File: src/rtl/alu_stage_pkg.sv
// Shared constants, FSM encoding and instruction decode
// for the ALU operand/writeback stage.
package alu_stage_pkg;

  localparam logic [5:0] OP_RTYPE = 6'h00;
  localparam logic [5:0] OP_ADDI  = 6'h08;
  localparam logic [5:0] OP_LW    = 6'h23;
  localparam logic [5:0] OP_SW    = 6'h2B;
  localparam logic [5:0] OP_BEQ   = 6'h04;

  localparam int RS_HI = 25;
  localparam int RS_LO = 21;
  localparam int RT_HI = 20;
  localparam int RT_LO = 16;
  localparam int RD_HI = 15;
  localparam int RD_LO = 11;

  typedef enum logic [1:0] {
    IDLE = 2'd0,
    EXEC = 2'd1,
    WB   = 2'd2
  } state_t;

  typedef struct packed {
    logic [5:0] op;
    logic [5:0] fn;
    logic [4:0] rs;
    logic [4:0] rt;
    logic [4:0] wa;
    logic       we;
    logic       use_imm;
    logic       ill;
  } dec_t;

  function automatic dec_t decode(input logic [31:0] ins);
    dec_t d;
    d.op      = ins[31:26];
    d.fn      = '0;
    d.rs      = ins[RS_HI:RS_LO];
    d.rt      = ins[RT_HI:RT_LO];
    d.wa      = ins[RT_HI:RT_LO];
    d.we      = 1'b0;
    d.use_imm = 1'b0;
    d.ill     = 1'b0;
    unique case (1'b1)
      d.op == OP_RTYPE: begin
        d.fn = ins[5:0];
        d.wa = ins[RD_HI:RD_LO];
        d.we = 1'b1;
      end
      d.op == OP_ADDI: begin
        d.we      = 1'b1;
        d.use_imm = 1'b1;
      end
      d.op == OP_LW,
      d.op == OP_SW:  d.use_imm = 1'b1;
      d.op == OP_BEQ: d.we = 1'b0;
      default:        d.ill = 1'b1;
    endcase
    return d;
  endfunction

endpackage

File: src/rtl/alu_operand_stage_if.sv
// Instruction issue handshake and completion report
// between an instruction source and the operand stage.
interface alu_operand_stage_if #(
  parameter int DW = 32
);
  logic          instr_valid;
  logic [31:0]   instr;
  logic          instr_ready;
  logic          done;
  logic [DW-1:0] res_data;
  logic          res_zero;
  logic          illegal;

  modport master (
    output instr_valid, instr,
    input  instr_ready, done, res_data,
    input  res_zero, illegal
  );

  modport slave (
    input  instr_valid, instr,
    output instr_ready, done, res_data,
    output res_zero, illegal
  );
endinterface

File: src/rtl/alu_operand_stage_reg_file.sv
// 2^RAW x DW register file: two async reads, debug read,
// one sync write, sync clear, register 0 fixed at zero.
module reg_file #(
  parameter int DW  = 32,
  parameter int RAW = 5
) (
  input  logic           clk,
  input  logic           rst,
  input  logic [RAW-1:0] ra1,
  input  logic [RAW-1:0] ra2,
  output logic [DW-1:0]  rd1,
  output logic [DW-1:0]  rd2,
  input  logic           we,
  input  logic [RAW-1:0] wa,
  input  logic [DW-1:0]  wd,
  input  logic [RAW-1:0] dbg_addr,
  output logic [DW-1:0]  dbg_data
);
  logic [DW-1:0] mem [2**RAW];

  always_ff @(posedge clk) begin
    if (rst) begin
      for (int i = 0; i < 2**RAW; i++)
        mem[i] <= '0;
    end else if (we && wa != '0) begin
      mem[wa] <= wd;
    end
  end

  assign rd1      = (ra1 == '0) ? '0 : mem[ra1];
  assign rd2      = (ra2 == '0) ? '0 : mem[ra2];
  assign dbg_data = (dbg_addr == '0) ? '0 : mem[dbg_addr];
endmodule

File: src/rtl/alu_operand_stage.sv
// Multicycle operand fetch / writeback stage feeding a
// combinational ALU: IDLE -> EXEC -> WB, one instr per 3 cycles.
module alu_operand_stage
  import alu_stage_pkg::*;
#(
  parameter int DW  = 32,
  parameter int RAW = 5
) (
  input  logic             clk,
  input  logic             rst,
  alu_operand_stage_if.slave bus,
  output logic [5:0]       opcode,
  output logic [5:0]       func_field,
  output logic [DW-1:0]    A,
  output logic [DW-1:0]    B,
  input  logic [DW-1:0]    alu_result,
  input  logic             alu_zero,
  input  logic [RAW-1:0]   dbg_addr,
  output logic [DW-1:0]    dbg_data
);
  state_t        state_q, state_d;
  dec_t          dec;
  logic          ready, done, accept;
  logic [RAW-1:0] wa_q;
  logic          we_q, ill_q;
  logic [DW-1:0] res_data_q;
  logic          res_zero_q;
  logic [DW-1:0] rd1, rd2, imm;

  assign dec    = decode(bus.instr);
  assign imm    = {{(DW-16){bus.instr[15]}}, bus.instr[15:0]};
  assign accept = bus.instr_valid && ready;

  reg_file #(.DW(DW), .RAW(RAW)) u_rf (
    .clk      (clk),
    .rst      (rst),
    .ra1      (RAW'(dec.rs)),
    .ra2      (RAW'(dec.rt)),
    .rd1      (rd1),
    .rd2      (rd2),
    .we       (state_q == WB && we_q),
    .wa       (wa_q),
    .wd       (res_data_q),
    .dbg_addr (dbg_addr),
    .dbg_data (dbg_data)
  );

  always_comb begin
    state_d = state_q;
    ready   = 1'b0;
    done    = 1'b0;
    unique case (state_q)
      IDLE: begin
        ready = 1'b1;
        if (bus.instr_valid) state_d = EXEC;
      end
      EXEC: state_d = WB;
      // a reset landing in WB aborts: no completion pulse
      WB: begin
        done    = !rst;
        state_d = IDLE;
      end
      default: state_d = IDLE;
    endcase
  end

  always_ff @(posedge clk) begin
    if (rst) begin
      state_q    <= IDLE;
      opcode     <= '0;
      func_field <= '0;
      A          <= '0;
      B          <= '0;
      wa_q       <= '0;
      we_q       <= 1'b0;
      ill_q      <= 1'b0;
      res_data_q <= '0;
      res_zero_q <= 1'b0;
    end else begin
      state_q <= state_d;
      if (accept) begin
        opcode     <= dec.op;
        func_field <= dec.fn;
        A          <= rd1;
        B          <= dec.use_imm ? imm : rd2;
        wa_q       <= RAW'(dec.wa);
        we_q       <= dec.we;
        ill_q      <= dec.ill;
      end
      if (state_q == EXEC) begin
        res_data_q <= alu_result;
        res_zero_q <= alu_zero;
      end
    end
  end

  assign bus.instr_ready = ready;
  assign bus.done        = done;
  assign bus.res_data    = res_data_q;
  assign bus.res_zero    = res_zero_q;
  assign bus.illegal     = done & ill_q;
endmodule

File: src/flat_wrapper.sv
// flat-port wrapper written by rule: the top's interface ports become plain ports
module alu_operand_stage_flat import alu_stage_pkg::*;
#(
  parameter int DW  = 32,
  parameter int RAW = 5
)
  (clk, rst, opcode, func_field, A, B, alu_result, alu_zero, dbg_addr, dbg_data, bus_instr_valid, bus_instr, bus_instr_ready, bus_done, bus_res_data, bus_res_zero, bus_illegal);
  alu_operand_stage_if #(.DW(DW)) bus_i ();
  input  logic clk;
  input  logic rst;
  output logic [5:0] opcode;
  output logic [5:0] func_field;
  output logic [DW-1:0] A;
  output logic [DW-1:0] B;
  input  logic [DW-1:0] alu_result;
  input  logic alu_zero;
  input  logic [RAW-1:0] dbg_addr;
  output logic [DW-1:0] dbg_data;
  input wire logic [$bits(bus_i.instr_valid)-1:0] bus_instr_valid;
  input wire logic [$bits(bus_i.instr)-1:0] bus_instr;
  output wire logic [$bits(bus_i.instr_ready)-1:0] bus_instr_ready;
  output wire logic [$bits(bus_i.done)-1:0] bus_done;
  output wire logic [$bits(bus_i.res_data)-1:0] bus_res_data;
  output wire logic [$bits(bus_i.res_zero)-1:0] bus_res_zero;
  output wire logic [$bits(bus_i.illegal)-1:0] bus_illegal;
  assign bus_i.instr_valid = bus_instr_valid;
  assign bus_i.instr = bus_instr;
  assign bus_instr_ready = bus_i.instr_ready;
  assign bus_done = bus_i.done;
  assign bus_res_data = bus_i.res_data;
  assign bus_res_zero = bus_i.res_zero;
  assign bus_illegal = bus_i.illegal;
  alu_operand_stage #(.DW(DW), .RAW(RAW)) u_core (.clk(clk), .rst(rst), .bus(bus_i), .opcode(opcode), .func_field(func_field), .A(A), .B(B), .alu_result(alu_result), .alu_zero(alu_zero), .dbg_addr(dbg_addr), .dbg_data(dbg_data));
endmodule
File: config.mk
export PLATFORM = sky130hd
export DESIGN_NAME = alu_operand_stage_flat
export DESIGN_NICKNAME = d
export VERILOG_FILES = /design/src/rtl/alu_stage_pkg.sv /design/src/rtl/alu_operand_stage_if.sv /design/src/rtl/alu_operand_stage_reg_file.sv /design/src/rtl/alu_operand_stage.sv /design/src/flat_wrapper.sv
export SDC_FILE = /design/constraint.sdc
export NUM_CORES = 2
export LEC_CHECK = 0
export BUFFER_PORTS_ARGS = -buffer_cell sky130_fd_sc_hd__buf_4
export CAP_MARGIN = 5
export CORE_UTILIZATION = 53
export CTS_CLUSTER_DIAMETER = 30
export CTS_CLUSTER_SIZE = 25
export DETAILED_ROUTE_END_ITERATION = 8
export GPL_TIMING_DRIVEN = 1
export PLACE_DENSITY = 0.77
export SYNTH_ARGS = -nofsm -noshare
export SYNTH_HDL_FRONTEND = slang
export SYNTH_SLANG_ARGS = --single-unit
export TNS_END_PERCENT = 50
File: constraint.sdc
create_clock -name clk -period 8.92 [get_ports clk]
set_input_delay 1.784 -clock clk [delete_from_list [all_inputs] [get_ports clk]]
set_output_delay 1.784 -clock clk [all_outputs]
set_load 0.05 [all_outputs]
==> flow_summary.yaml <==
die:
  core_area_um2: 124100
  die_x_um: 356.5
  initial_utilization_pct: 53.68
  ios: 217
  placementRows: 129
  die-height_um: 356.5
  die_area_um2: 127100
detailed_routing:
  drt_iter0_markers: 10910
  vias: 50790
  wl_per_cell_um: 40.26
  drc: 0
  dr.pass1.iters: 7
  ant_nets: 0
  wirelength_mm: 264.7
  viasPerCell: 7.726
place:
  port_buffers: 216
  post-place-cells: 6107
  hpwl_mm: 143.7
  place_congestion: 0.9173
  pre_cts_slack_ns: 2.201
finish:
  drive_gt1_share_pct: 32.12
  final_common_cell: "edfxtp_1"
  final_cell_mix: "1024 x edfxtp_1, 994 x and2_1, 726 x mux4_2, 323 x buf_4, 254 x mux2i_1"
  areaGrowthSynthToFinish_pct: 16.55
  nets: 4778
  fin_util_pct: 62.56
  finalNonFillerCells: 6574
power:
  ir_worst_vdd_v: 0.0002260
  power_density_nw_per_um2: 220.5
  p_leak_nw: 28.41
global_routing:
  track_usage_pct: 41.52
  antenna_found_initial: 35
  grt_first_pass_wirelength_mm: 365.7
  grt_max_degree: 116
  grt_overflow_total: 0
  grt_pass1_vias: 49180
clock_tree:
  clk_latency_ns: 0.87
  clockBufferDepth: 3
  cts_buffers: 231
  cts.clk_slew.worst_paths_ns: 0.04
  cts_tree: "done"
  cts_max_level: 4
  cts_root_buf: "clkbuf_16"
  cts_resized: 0
  cts.sinks: 1142
  cts_hold_buf: 0
  post_cts_buffers: 0
sta:
  fin_crit_ns: 6.962
  layout_setup_ws_ns: 1.958
  period_share_pct: 78.05
  clock_skew_ns: 0.03471
  hold_violations: 0
  rsz0062_at_grt: "no"
  worst-slew-pin-transition_ns: 1.425
  max_freq_mhz: 143.6
  finalSetupViolCount: 0
  slew_viol_final: 0
  relSlewSlack_pct: 3.965
  tns_ns: 0
worst_setup_path:
  crit_path_end: "dbg_data[18]"
  r2r_end: "u_core.u_rf.mem[23][14]"
  reg2regPathDepth: 5
  cp_max_fo: 70
  critPathKind: "in2out"
  r2r_setup_slack_ns: 3.85
  r2r-start: "u_core.state_q[1]"
  critPathCaptureType: "primary output"
  cp.arrival_ns: 5.18
  required_ns: 7.14
  worstSetupStartpointType: "primary input"
  crit_start: "dbg_addr[0]"
logic_synthesis:
  yosysSeqAreaShare_pct: 49.70
  synth-edff-count: 1024
  ys_warn_count: 0
  synthAdderAreaFrac_pct: 0
  synth_xor_area_share_pct: 0
  synth_cells: 4614
  synth_area_um2: 66620
  synthSimpleGateAreaFrac_pct: 12.02
  synth_top_family_by_area: "multiplexers"
  yosys_most_used_dff: "edfxtp_1"
  syn_avg_cell_area_um2: 14.44
  synth_cell_type_count: 61
  synthMuxAreaShare_pct: 28.48
  synth_compound_area_share_pct: 6.089
  async_reset_ff_share_pct: 0
  ys_ff_latch: 1142
outcome:
  outcome: "completed"
flow_run:
  drv_cap: 0
min_path:
  hold_class: "reg2reg"
-- cell usage after synthesis (5+ instances only) --
master / n / area [um^2]
buf_2: 93 / 465.5
a21oi_1: 117 / 585.6
inv_1: 35 / 131.4
nand2_1: 173 / 649.4
nand4_1: 5 / 31.28
dfxtp_1: 118 / 2362
and2_1: 995 / 6225
or3b_2: 5 / 43.79
a22o_1: 35 / 306.5
buf_4: 29 / 217.7
clkbuf_1: 339 / 1272
edfxtp_1: 1024 / 30750
o22ai_1: 13 / 81.33
mux2_2: 7 / 78.83
o211ai_1: 6 / 45.04
buf_1: 28 / 105.1
a2111oi_1: 5 / 50.05
o221ai_1: 86 / 753.2
clkbuf_2: 6 / 30.03
or2_2: 32 / 200.2
nor2_1: 69 / 259.0
mux4_2: 726 / 16350
a2111oi_2: 11 / 165.2
nor3_1: 6 / 30.03
a221oi_1: 18 / 157.7
a211oi_1: 80 / 600.6
a211o_1: 44 / 385.4
o21ai_0: 96 / 480.5
and3_1: 22 / 137.6
nor2_2: 8 / 50.05
a22oi_1: 17 / 127.6
buf_6: 17 / 191.4
nor2b_1: 36 / 225.2
o32ai_1: 15 / 131.4
nand3b_1: 5 / 37.54
mux2i_1: 254 / 2542
a2111oi_0: 5 / 43.79
-- kinds of logic (layout without fill, tap and decap cells) --
kind of cell,after synthesis,count (layout)
flops,1142,1142
buf+inv,551,815
compound gates,564,564
other cells,1,60
simple gates,1369,1369
mux,987,987
-- sequential cells by signal, indices dropped and copies added (netlist names) --
name,cells
u_core.opcode,6
u_core.bus.res_zero,1
u_core.A,32
u_core.we_q,1
u_core.func_field,6
u_core.ill_q,1
u_core.state_q,2
u_core.bus.res_data,32
u_core.wa_q,5
u_core.u_rf.mem,1024
u_core.B,32
-- critical path, stage by stage --
cell and delay [ns]:
buf_8 0.65, buf_12 0.47, o41ai_2 0.15, buf_4 0.43, o21ai_0 1.21, buf_4 0.38
-- where the power goes --
part / leakage, nW / internal [mW] / total, mW / switching, mW
Clock: 3.86 / 5.71 / 8.87 / 3.16
Sequential: 11.5 / 6.04 / 6.28 / 0.241
Combinational: 13.0 / 0.735 / 1.97 / 1.23
Total: 28.4 / 12.5 / 17.1 / 4.64
-- through the flow --
stage	power, mW	cell area [um^2]	hold slack (ns)
after floorplan	7.501	66740	0.4737
after detailed placement	8.220	69480	0.4526
after global routing	17.37	77610	0.4720
final	17.12	77650	0.4566
after global placement	8.183	69480	0.4419
after CTS	16.99	77540	0.4587
-- routing by layer --
layer	GRT usage, %	vias to the layer above	share of wire (%)
li1	-	18400	-
met1	49.45	24680	30
met2	57.45	6015	41
met3	20.51	1668	20
met4	31.38	26	9.0
met5	2.556	-	0.19
-- area by class of cell --
class,count,area [um^2]
multi-input combinational,2952,31480
timing repair buffer,342,2750
antenna,28,70.07
clock inverter,171,1983
fill,8739,46470
inverter,36,135.1
sequential,1142,33110
clock buffer,266,6076
tap,1637,2048
-- how the worst min path moves through the flow --
stage,start,endpoint,cells after the start
after detailed placement,u_core.func_field[3],u_core.func_field[3],2
after floorplan,u_core.ill_q,u_core.ill_q,2
after global routing,u_core.opcode[5],u_core.opcode[5],2
after CTS,u_core.func_field[3],u_core.func_field[3],2
final,u_core.func_field[3],u_core.func_field[3],2
after global placement,u_core.opcode[1],u_core.opcode[1],2
No activity file was read; power rests on OpenSTA's default activity.
